<file path="config.mk">
export PLATFORM = sky130hd
export DESIGN_NAME = scheduler_sched_info_table
export DESIGN_NICKNAME = d
export VERILOG_FILES = /design/src/rtl/scheduler_sched_info_table.sv
export SDC_FILE = /design/constraint.sdc
export NUM_CORES = 2
export LEC_CHECK = 0
export ABC_AREA = 1
export ABC_CLOCK_PERIOD_IN_PS = 2150
export CORE_MARGIN = 3
export CORE_UTILIZATION = 47
export DETAILED_ROUTE_END_ITERATION = 12
export PLACE_DENSITY_LB_ADDON = 0.12
export RECOVER_POWER = 25
export SLEW_MARGIN = 20
export SYNTH_ARGS = -nofsm -noshare
export SYNTH_HDL_FRONTEND = slang
export SYNTH_SLANG_ARGS = --single-unit
export TNS_END_PERCENT = 30
</file>
<file path="constraint.sdc">
create_clock -name clk -period 2.15 [get_ports clk]
set_input_delay 0.43 -clock clk [delete_from_list [all_inputs] [get_ports clk]]
set_output_delay 0.43 -clock clk [all_outputs]
set_load 0.03 [all_outputs]
</file>
<file path="src/rtl/scheduler_sched_info_table.sv">
// scheduler_sched_info_table
//
// Purpose: per-accelerator-type scheduling info table. Each entry has a
// DATA_WIDTH payload and a valid bit. The table has one write/invalidate port,
// a clear_all pulse, and NUM_RD_PORTS registered read ports with 1-cycle
// latency. A registered count of valid entries drives the full/empty flags.
//
// Ports:
//   clk          sole clock, rising edge
//   rstn         asynchronous active-low reset
//   wr_en        write/invalidate request (one op per cycle)
//   wr_inv       with wr_en: invalidate the entry instead of writing it
//   wr_addr      target entry
//   wr_din       payload written on wr_en & ~wr_inv
//   clear_all    pulse that invalidates every entry; overrides a same-cycle write
//   rd_en        per-port read enable
//   rd_addr      per-port address, port i at [i*ACC_TYPE_BITS +: ACC_TYPE_BITS]
//   rd_dout      per-port registered payload, port i at [i*DATA_WIDTH +: DATA_WIDTH]
//   rd_valid     per-port registered valid flag of the entry that was read
//   valid_count  number of valid entries
//   full / empty valid_count == MAX_ACC_TYPES / valid_count == 0
//
// Build option: define SCHED_INFO_TABLE_BYPASS_EN to forward a same-cycle
// write to a read of the same address. Without it, reads are read-first.
//
// An invalid entry reads back as rd_dout = 0 and rd_valid = 0. Because of
// this, the payload RAM can stay unreset and still never leak stale data.

module scheduler_sched_info_table #(
  parameter int MAX_ACC_TYPES = 16,
  parameter int ACC_TYPE_BITS = $clog2(MAX_ACC_TYPES),
  parameter int DATA_WIDTH    = 50,
  parameter int NUM_RD_PORTS  = 2,
  parameter int CNT_BITS      = $clog2(MAX_ACC_TYPES + 1)
) (
  input  logic                                  clk,
  input  logic                                  rstn,
  input  logic                                  wr_en,
  input  logic                                  wr_inv,
  input  logic [ACC_TYPE_BITS-1:0]              wr_addr,
  input  logic [DATA_WIDTH-1:0]                 wr_din,
  input  logic                                  clear_all,
  input  logic [NUM_RD_PORTS-1:0]               rd_en,
  input  logic [NUM_RD_PORTS*ACC_TYPE_BITS-1:0] rd_addr,
  output logic [NUM_RD_PORTS*DATA_WIDTH-1:0]    rd_dout,
  output logic [NUM_RD_PORTS-1:0]               rd_valid,
  output logic [CNT_BITS-1:0]                   valid_count,
  output logic                                  full,
  output logic                                  empty
);

  localparam logic [ACC_TYPE_BITS:0] LP_ADDR_LIM = (ACC_TYPE_BITS+1)'(MAX_ACC_TYPES);
  localparam logic [CNT_BITS-1:0]    LP_CNT_MAX  = CNT_BITS'(MAX_ACC_TYPES);

  logic [DATA_WIDTH-1:0]    r_mem [MAX_ACC_TYPES];
  logic [MAX_ACC_TYPES-1:0] r_valid;
  logic [CNT_BITS-1:0]      r_count;

  logic w_wr_in_range;
  logic w_wr_ok;
  logic w_wr_tgt_valid;
  logic w_cnt_inc;
  logic w_cnt_dec;

  assign w_wr_in_range  = ({1'b0, wr_addr} < LP_ADDR_LIM);
  assign w_wr_ok        = wr_en & w_wr_in_range;
  assign w_wr_tgt_valid = w_wr_in_range ? r_valid[wr_addr] : 1'b0;

  // Only state transitions of the target valid bit move the count.
  assign w_cnt_inc = w_wr_ok & ~wr_inv & ~w_wr_tgt_valid;
  assign w_cnt_dec = w_wr_ok &  wr_inv &  w_wr_tgt_valid;

  // Payload RAM: no reset. rstn gating stops a write that lands on an edge
  // while reset is held.
  always_ff @(posedge clk) begin
    if (rstn && w_wr_ok && !wr_inv && !clear_all) begin
      r_mem[wr_addr] <= wr_din;
    end
  end

  always_ff @(posedge clk or negedge rstn) begin
    if (!rstn) begin
      r_valid <= '0;
    end else if (clear_all) begin
      r_valid <= '0;
    end else if (w_wr_ok) begin
      r_valid[wr_addr] <= ~wr_inv;
    end
  end

  always_ff @(posedge clk or negedge rstn) begin
    if (!rstn) begin
      r_count <= '0;
    end else if (clear_all) begin
      r_count <= '0;
    end else if (w_cnt_inc && (r_count != LP_CNT_MAX)) begin
      r_count <= r_count + CNT_BITS'(1);
    end else if (w_cnt_dec && (r_count != '0)) begin
      r_count <= r_count - CNT_BITS'(1);
    end
  end

  assign valid_count = r_count;
  assign full        = (r_count == LP_CNT_MAX);
  assign empty       = (r_count == '0);

  for (genvar gp = 0; gp < NUM_RD_PORTS; gp++) begin : g_rd
    logic [ACC_TYPE_BITS-1:0] w_addr;
    logic                     w_in_range;
    logic [DATA_WIDTH-1:0]    w_dout_nxt;
    logic                     w_valid_nxt;
    logic [DATA_WIDTH-1:0]    r_dout;
    logic                     r_vld;

    assign w_addr     = rd_addr[gp*ACC_TYPE_BITS +: ACC_TYPE_BITS];
    assign w_in_range = ({1'b0, w_addr} < LP_ADDR_LIM);

    always_comb begin
      w_dout_nxt  = '0;
      w_valid_nxt = 1'b0;
      if (w_in_range && r_valid[w_addr]) begin
        w_dout_nxt  = r_mem[w_addr];
        w_valid_nxt = 1'b1;
      end
`ifdef SCHED_INFO_TABLE_BYPASS_EN
      // A same-cycle write wins over stored state, but clear_all
      // discards that write, so the read then sees pre-clear contents.
      if (w_in_range && w_wr_ok && !clear_all && (wr_addr == w_addr)) begin
        w_dout_nxt  = wr_inv ? '0 : wr_din;
        w_valid_nxt = ~wr_inv;
      end
`endif
    end

    always_ff @(posedge clk or negedge rstn) begin
      if (!rstn) begin
        r_dout <= '0;
        r_vld  <= 1'b0;
      end else if (rd_en[gp]) begin
        r_dout <= w_dout_nxt;
        r_vld  <= w_valid_nxt;
      end
    end

    assign rd_dout[gp*DATA_WIDTH +: DATA_WIDTH] = r_dout;
    assign rd_valid[gp]                         = r_vld;
  end

endmodule

</file>
Word-level counts from Yosys, hierarchy flattened
Memories as Yosys holds them, arrays and structs flattened.
Index checks and enable logic that the tools add are counted.
{"block": "totals", "ff_bits": 123, "ram_bits": 800, "input_bits": 69, "out_inout_bits": 109, "word_cells": 53, "memories": 1}
{"name": "r_mem", "depth": 16, "word_bits": 50, "rd": 2, "rd_clocked_by_memory_dff": 0, "write_ports": 1, "line_no": "55", "rtl": "logic [DATA_WIDTH-1:0] r_mem [MAX_ACC_TYPES];"}
{"block": "classes", "addsub": 2, "order_cmp": 4, "eq_ne": 2, "mux": 20, "bitwise": 6, "reduce_logical": 12}
{"op": "$mux W50", "n": 2}
{"op": "$mux W16", "n": 2}
{"op": "$bwmux W16", "n": 1}
{"op": "$lt A4 B5 Y1 const B", "n": 3}
{"op": "$mux W5", "n": 3}
{"op": "$bmux W1 S4", "n": 3}
{"op": "$mux W1", "n": 8}
{"op": "$logic_and A1 B1 Y1", "n": 6}
{"op": "$add A5 B1 Y5 const B", "n": 1}
{"op": "$eq A5 B5 Y1 const B", "n": 1}
{"op": "$logic_not A5 Y1", "n": 1}
{"op": "$ne A5 B5 Y1 const B", "n": 1}
{"op": "$reduce_bool A5 Y1", "n": 1}
{"op": "$sub A5 B1 Y5 const B", "n": 1}
{"op": "$and A1 B1 Y1", "n": 4}
{"op": "$demux W1 S4", "n": 1}
{"op": "$ge A4 B1 Y1 const B", "n": 1}
{"op": "$reduce_bool A3 Y1", "n": 1}
{"op": "$logic_not A1 Y1", "n": 2}
{"op": "$not A1 Y1", "n": 2}
{"op": "$reduce_bool A2 Y1", "n": 1}

Longest topological paths before layout
{"block": "logic_depth", "depth_word": 7, "ltp_mapped": 18, "mapped_depth_nobuf": 18}

Least setup slack after synthesis
OpenSTA, ideal clock, no wires.
{"block": "synth_path", "kind": "in2reg", "start": "in wr_addr[1]", "end": "mem r_mem[2][0] (enable)", "setup_time_ns": 0.458, "arrival_ns": 3.129, "required_time_ns": 1.692, "slack_ns": -1.436, "stages": 7, "path_buffers": 1, "path_cell_list": "buf_2 -> inv_1 -> nor2_1 -> inv_1 -> nor2_1 -> nand2_1 -> nor2_1"}
{"item": "start, declared", "line_no": "40", "rtl": "input logic [ACC_TYPE_BITS-1:0] wr_addr,"}
{"item": "end, declared", "line_no": "55"}
Straight into the memory's write port.

Worst setup path in the final report
{"block": "layout_path", "start": "reg r_valid[15]", "end": "reg r_count[3] (netlist: valid_count[3])"}
{"block": "layout_between", "elab_chain_len": 7, "word_cells_on_any_way": 10, "cone_classes": "mux (4); bitwise (3); reduce/logical (3)"}
{"item": "start, declared", "line_no": "56", "rtl": "logic [MAX_ACC_TYPES-1:0] r_valid;"}
{"item": "start signal, assigned by index", "line_no": "87", "rtl": "r_valid[wr_addr] <= ~wr_inv;"}
{"item": "$bmux W1 S4 (*)", "line_no": "67", "rtl": "assign w_wr_tgt_valid = w_wr_in_range ? r_valid[wr_addr] : 1'b0;"}
{"item": "$mux W1 (not written as such) (*)", "line_no": "67"}
{"item": "$not A1 Y1", "line_no": "70", "rtl": "assign w_cnt_inc = w_wr_ok & ~wr_inv & ~w_wr_tgt_valid;"}
{"item": "$and A1 B1 Y1", "line_no": "70"}
{"item": "$logic_and A1 B1 Y1", "line_no": "96", "rtl": "end else if (w_cnt_inc && (r_count != LP_CNT_MAX)) begin"}
{"item": "$mux W5", "line_no": "96"}
{"item": "$mux W5", "line_no": "94", "rtl": "end else if (clear_all) begin"}
{"item": "end signal, assigned", "line_no": "97", "rtl": "r_count <= r_count + CNT_BITS'(1);"}
{"item": "end signal, assigned", "line_no": "99", "rtl": "r_count <= r_count - CNT_BITS'(1);"}
{"item": "end, declared", "line_no": "57", "rtl": "logic [CNT_BITS-1:0] r_count;"}
Mark *: on every way between the ends. The rest lies on a longest branch, timed or not. The select of a mux whose other input is x is not followed.
A chain may end at the register's enable or synchronous reset.

==> metrics.txt <==
# TYPE chip_impl_metric gauge
chip_impl_metric{name="die_h",unit="um"} 312
chip_impl_metric{name="routed_via_density",unit=""} 5.94
chip_impl_metric{name="detailed_place_hpwl",unit="mm"} 84.1
chip_impl_metric{name="initial_core_utilization",unit="%"} 47.7
chip_impl_info{name="hold_class",value="input pin to flip-flop"} 1
chip_impl_metric{name="grt_util_met1",unit="%"} 40.2
chip_impl_info{name="critical_path.startpoint",value="r_valid[15]"} 1
chip_impl_metric{name="synthesis.instances",unit=""} 4487
chip_impl_metric{name="grt.met3_usage",unit="%"} 3.61
chip_impl_info{name="status",value="complete, no violations"} 1
chip_impl_metric{name="first_global_vias",unit=""} 33295
chip_impl_metric{name="floorplan.core_area",unit="mm2"} 0.0924
chip_impl_metric{name="post_synthesis_net_count",unit=""} 4561
chip_impl_metric{name="synth_cell_type_count",unit=""} 29
chip_impl_info{name="most_common_flop_cell_mapped_by_yosys",value="sky130_fd_sc_hd__edfxtp_1"} 1
chip_impl_metric{name="detailedRoute.firstIterationViolations",unit=""} 4464
chip_impl_info{name="endpoint",value="valid_count[3]"} 1
chip_impl_metric{name="ir_worst_vdd",unit="V"} 0.000712
chip_impl_metric{name="ys_seq_elements",unit=""} 923
chip_impl_metric{name="powerDensity",unit="mW/mm2"} 809
chip_impl_info{name="critical_path.reg2reg.endpoint",value="valid_count[3]"} 1
chip_impl_info{name="r2r_start",value="r_valid[15]"} 1
chip_impl_metric{name="post_syn_area",unit="mm2"} 0.0441
chip_impl_metric{name="route.final.wire_length",unit="mm"} 139
chip_impl_metric{name="timing.clock.skew",unit="ns"} 0.0261
chip_impl_metric{name="timing.final.crit_share",unit="%"} 97.6
chip_impl_metric{name="finish.cell_count_without_fillers",unit=""} 6013
chip_impl_metric{name="drive_above_1_share",unit="%"} 10.2
chip_impl_info{name="tritoncts",value="done"} 1
chip_impl_info{name="critical_path.startpoint_type",value="flip-flop"} 1
chip_impl_metric{name="grt.met2_usage",unit="%"} 44.5
chip_impl_metric{name="slew_viol_final",unit=""} 0
chip_impl_metric{name="fp.dieW",unit="um"} 312
chip_impl_metric{name="io_pins",unit=""} 178
chip_impl_metric{name="core.rowCount",unit=""} 111
chip_impl_metric{name="timing.final.crit_period",unit="ns"} 2.10
chip_impl_metric{name="final_antenna_net_count",unit=""} 0
chip_impl_info{name="cell_at_the_root_of_the_clock_tree",value="sky130_fd_sc_hd__clkbuf_16"} 1
chip_impl_metric{name="design.final.nets",unit=""} 4758
chip_impl_metric{name="synth_enable_flop_cells",unit=""} 800
chip_impl_metric{name="drc",unit=""} 0
chip_impl_metric{name="grt_overflow",unit=""} 0
chip_impl_metric{name="final_hold_viol_count",unit=""} 0
chip_impl_metric{name="reg2regPathDepth",unit=""} 16
chip_impl_metric{name="htree_levels",unit=""} 3
chip_impl_metric{name="cts_made_buffers",unit=""} 100
chip_impl_metric{name="syn_avg_cell_area",unit="um2"} 9.82
chip_impl_metric{name="portBuffers",unit=""} 177
chip_impl_metric{name="grt_start_max_net_pins",unit=""} 99
chip_impl_metric{name="synth_async_sr_flop_share",unit="%"} 13.3
chip_impl_metric{name="wire_per_inst",unit="um"} 23.2
chip_impl_metric{name="yosysSeqAreaShare",unit="%"} 61.5
chip_impl_metric{name="clk_pin_slew",unit="ns"} 0.07
chip_impl_metric{name="total_routing_resource_utilization_after_global_routing",unit="%"} 28.0
chip_impl_metric{name="dp_cells",unit=""} 5822
chip_impl_info{name="rsz0062_at_grt",value="yes"} 1
chip_impl_metric{name="detailedRoute.firstPassIterationCount",unit=""} 6
chip_impl_metric{name="fill_cells",unit=""} 7974
chip_impl_metric{name="final-setup-viol-count",unit=""} 0
chip_impl_metric{name="clock_insertion_delay_worst_skew",unit="ns"} 0.68
chip_impl_metric{name="worstPathMaxFanout",unit=""} 5
chip_impl_metric{name="final_core_utilization",unit="%"} 57.3
chip_impl_info{name="criticalPathCategory",value="flip-flop to flip-flop"} 1
chip_impl_metric{name="yosysWarnings",unit=""} 0
chip_impl_metric{name="layout-area-overhead-vs-synth",unit="%"} 20.0
chip_impl_metric{name="slew_headroom",unit="%"} 49.2
chip_impl_metric{name="tritoncts_num_sinks",unit=""} 923
chip_impl_metric{name="arrival",unit="ns"} 2.66
chip_impl_metric{name="grt_pass1_wl",unit="mm"} 209
chip_impl_metric{name="grt_antenna_before_repair",unit=""} 8
chip_impl_metric{name="cts_buffer_depth",unit=""} 3
chip_impl_metric{name="tightest_slew",unit="ns"} 0.760
chip_impl_metric{name="dr_total_vias",unit=""} 35745
chip_impl_metric{name="max_cap_violations",unit=""} 0
chip_impl_metric{name="reg2reg_setup_slack",unit="ns"} 0.05
chip_impl_info{name="end_kind",value="flip-flop"} 1
chip_impl_metric{name="place_congestion",unit=""} 0.848
chip_impl_metric{name="max_freq",unit="MHz"} 476
chip_impl_metric{name="leakage",unit="nW"} 19.9
chip_impl_metric{name="crit_required",unit="ns"} 2.71
chip_impl_metric{name="floorplan.die_area",unit="mm2"} 0.0975
chip_impl_metric{name="timing.hold.ws",unit="ns"} 0.255
chip_impl_info{name="gr-max-usage-layer",value="met2"} 1
[layout by cell type (no fill, tap or decap), drive strengths merged, types with 5 or more instances in the layout]
master	instances
dlymetal6s2s	9
clkinv	46
nand4	5
nand2	514
a21oi	540
nor2	211
o21a	33
dlygate4sd2	98
o22ai	12
inv	358
nand3	273
edfxtp	800
clkbuf	120
buf	285
o21ai	1100
dlygate4sd3	31
clkdlybuf4s50	29
bufinv	16
o211ai	146
dfrtp	123
[cell usage after synthesis (all sizes together) (4+ instances only)]
cell | n | area (um2)
o22ai | 12 | 75.1
dfrtp | 123 | 3080
ha | 4 | 50.1
inv | 355 | 1330
o211ai | 146 | 1100
edfxtp | 800 | 24000
nor2 | 211 | 792
nand2 | 514 | 1930
nand4 | 5 | 31.3
nand3 | 273 | 1370
a21oi | 540 | 2710
o21a | 33 | 248
clkbuf | 122 | 459
buf | 236 | 1290
o21ai | 1100 | 5510
[cell type report]
cell class	instances	area, um2	area share (%)
multi-input cells	2848	14100	26.6
flip-flops and latches	923	27100	51.2
inverters	358	1370	2.58
well taps	1243	1560	2.94
clock inverters	66	749	1.42
clock buffers	119	2660	5.02
diodes	3	7.51	0.0142
repair buffers	453	5370	10.2
[critical path, stage by stage, from the launching register on]
cell and delay [ns]:
sky130_fd_sc_hd__dfrtp_1 0.41, sky130_fd_sc_hd__nand2_1 0.08, sky130_fd_sc_hd__nand2_1 0.05, sky130_fd_sc_hd__nand2_1 0.05, sky130_fd_sc_hd__nand2_1 0.06, sky130_fd_sc_hd__nand2_1 0.07
sky130_fd_sc_hd__nand2_2 0.08, sky130_fd_sc_hd__nor2_4 0.14, sky130_fd_sc_hd__nand2_4 0.09, sky130_fd_sc_hd__buf_4 0.14, sky130_fd_sc_hd__buf_4 0.13, sky130_fd_sc_hd__ha_1 0.26
sky130_fd_sc_hd__nand3_1 0.08, sky130_fd_sc_hd__nand2_1 0.07, sky130_fd_sc_hd__xor2_1 0.16, sky130_fd_sc_hd__nand2_1 0.07, sky130_fd_sc_hd__nand2_1 0.05
[metrics by stage]
step / total power, mW / instance area (um2) / setup TNS (ns) / setup WS [ns]
3_5_place_dp: 25.3 / 49500 / -260.61 / -0.738
4_1_cts: 43.0 / 52800 / -0.00565 / -0.00565
6_report: 42.8 / 52900 / 0 / 0.0509
5_1_grt: 44.2 / 52900 / -0.175 / -0.0905
2_1_floorplan: 23.0 / 44200 / -113.61 / -0.493
3_3_place_gp: 25.3 / 49500 / -271.33 / -0.812
[worst min path at each step]
stage,depth (start not counted),from,to
6_report,5,rd_addr[3],g_rd[0].r_dout[47]
5_1_grt,5,rd_addr[3],g_rd[0].r_dout[47]
4_1_cts,5,rd_addr[3],g_rd[0].r_dout[47]
3_5_place_dp,2,g_rd[0].r_vld,g_rd[0].r_vld
3_3_place_gp,2,g_rd[0].r_vld,g_rd[0].r_vld
2_1_floorplan,0,rstn,g_rd[0].r_dout[0]
[cell families after synthesis]
group                      Yosys count  synth area share, %
adders and majority gates            5                0.159
AOI/OAI and AO/OA                 1835                 21.9
and+or+nand+nor                   1005                 9.37
DFF                                923                 61.5
xor gates and xnor gates             3               0.0596
buffers and inverters              716                 7.02
[registers in the layout (all words and copies together) (netlist names)]
| register | count |
|---|---|
| r_mem | 800 |
| g_rd.r_vld | 2 |
| g_rd.r_dout | 100 |
| valid_count | 5 |
| r_valid | 16 |
[report_power, final]
| part | switching [mW] | internal (mW) |
|---|---|---|
| Combinational | 3.29 | 1.62 |
| Sequential | 0.150 | 19.8 |
| Clock | 7.23 | 10.7 |
| Total | 10.7 | 32.1 |
[per-layer routing]
metal | vias up | wire length (um)
met5 | - | 22
met4 | 4 | 3940
met3 | 255 | 10800
met2 | 1701 | 64500
met1 | 17337 | 60000
li1 | 16448 | -
[repair_timing]
item	in CTS	in global routing
endpoints found under the setup margin	101	19
buffers inserted	0	2
pin swaps	0	5
hold endpoints to repair	77	0
resized for setup	110	27
hold buffers	1	0
Power figures use the tool's default switching activity.
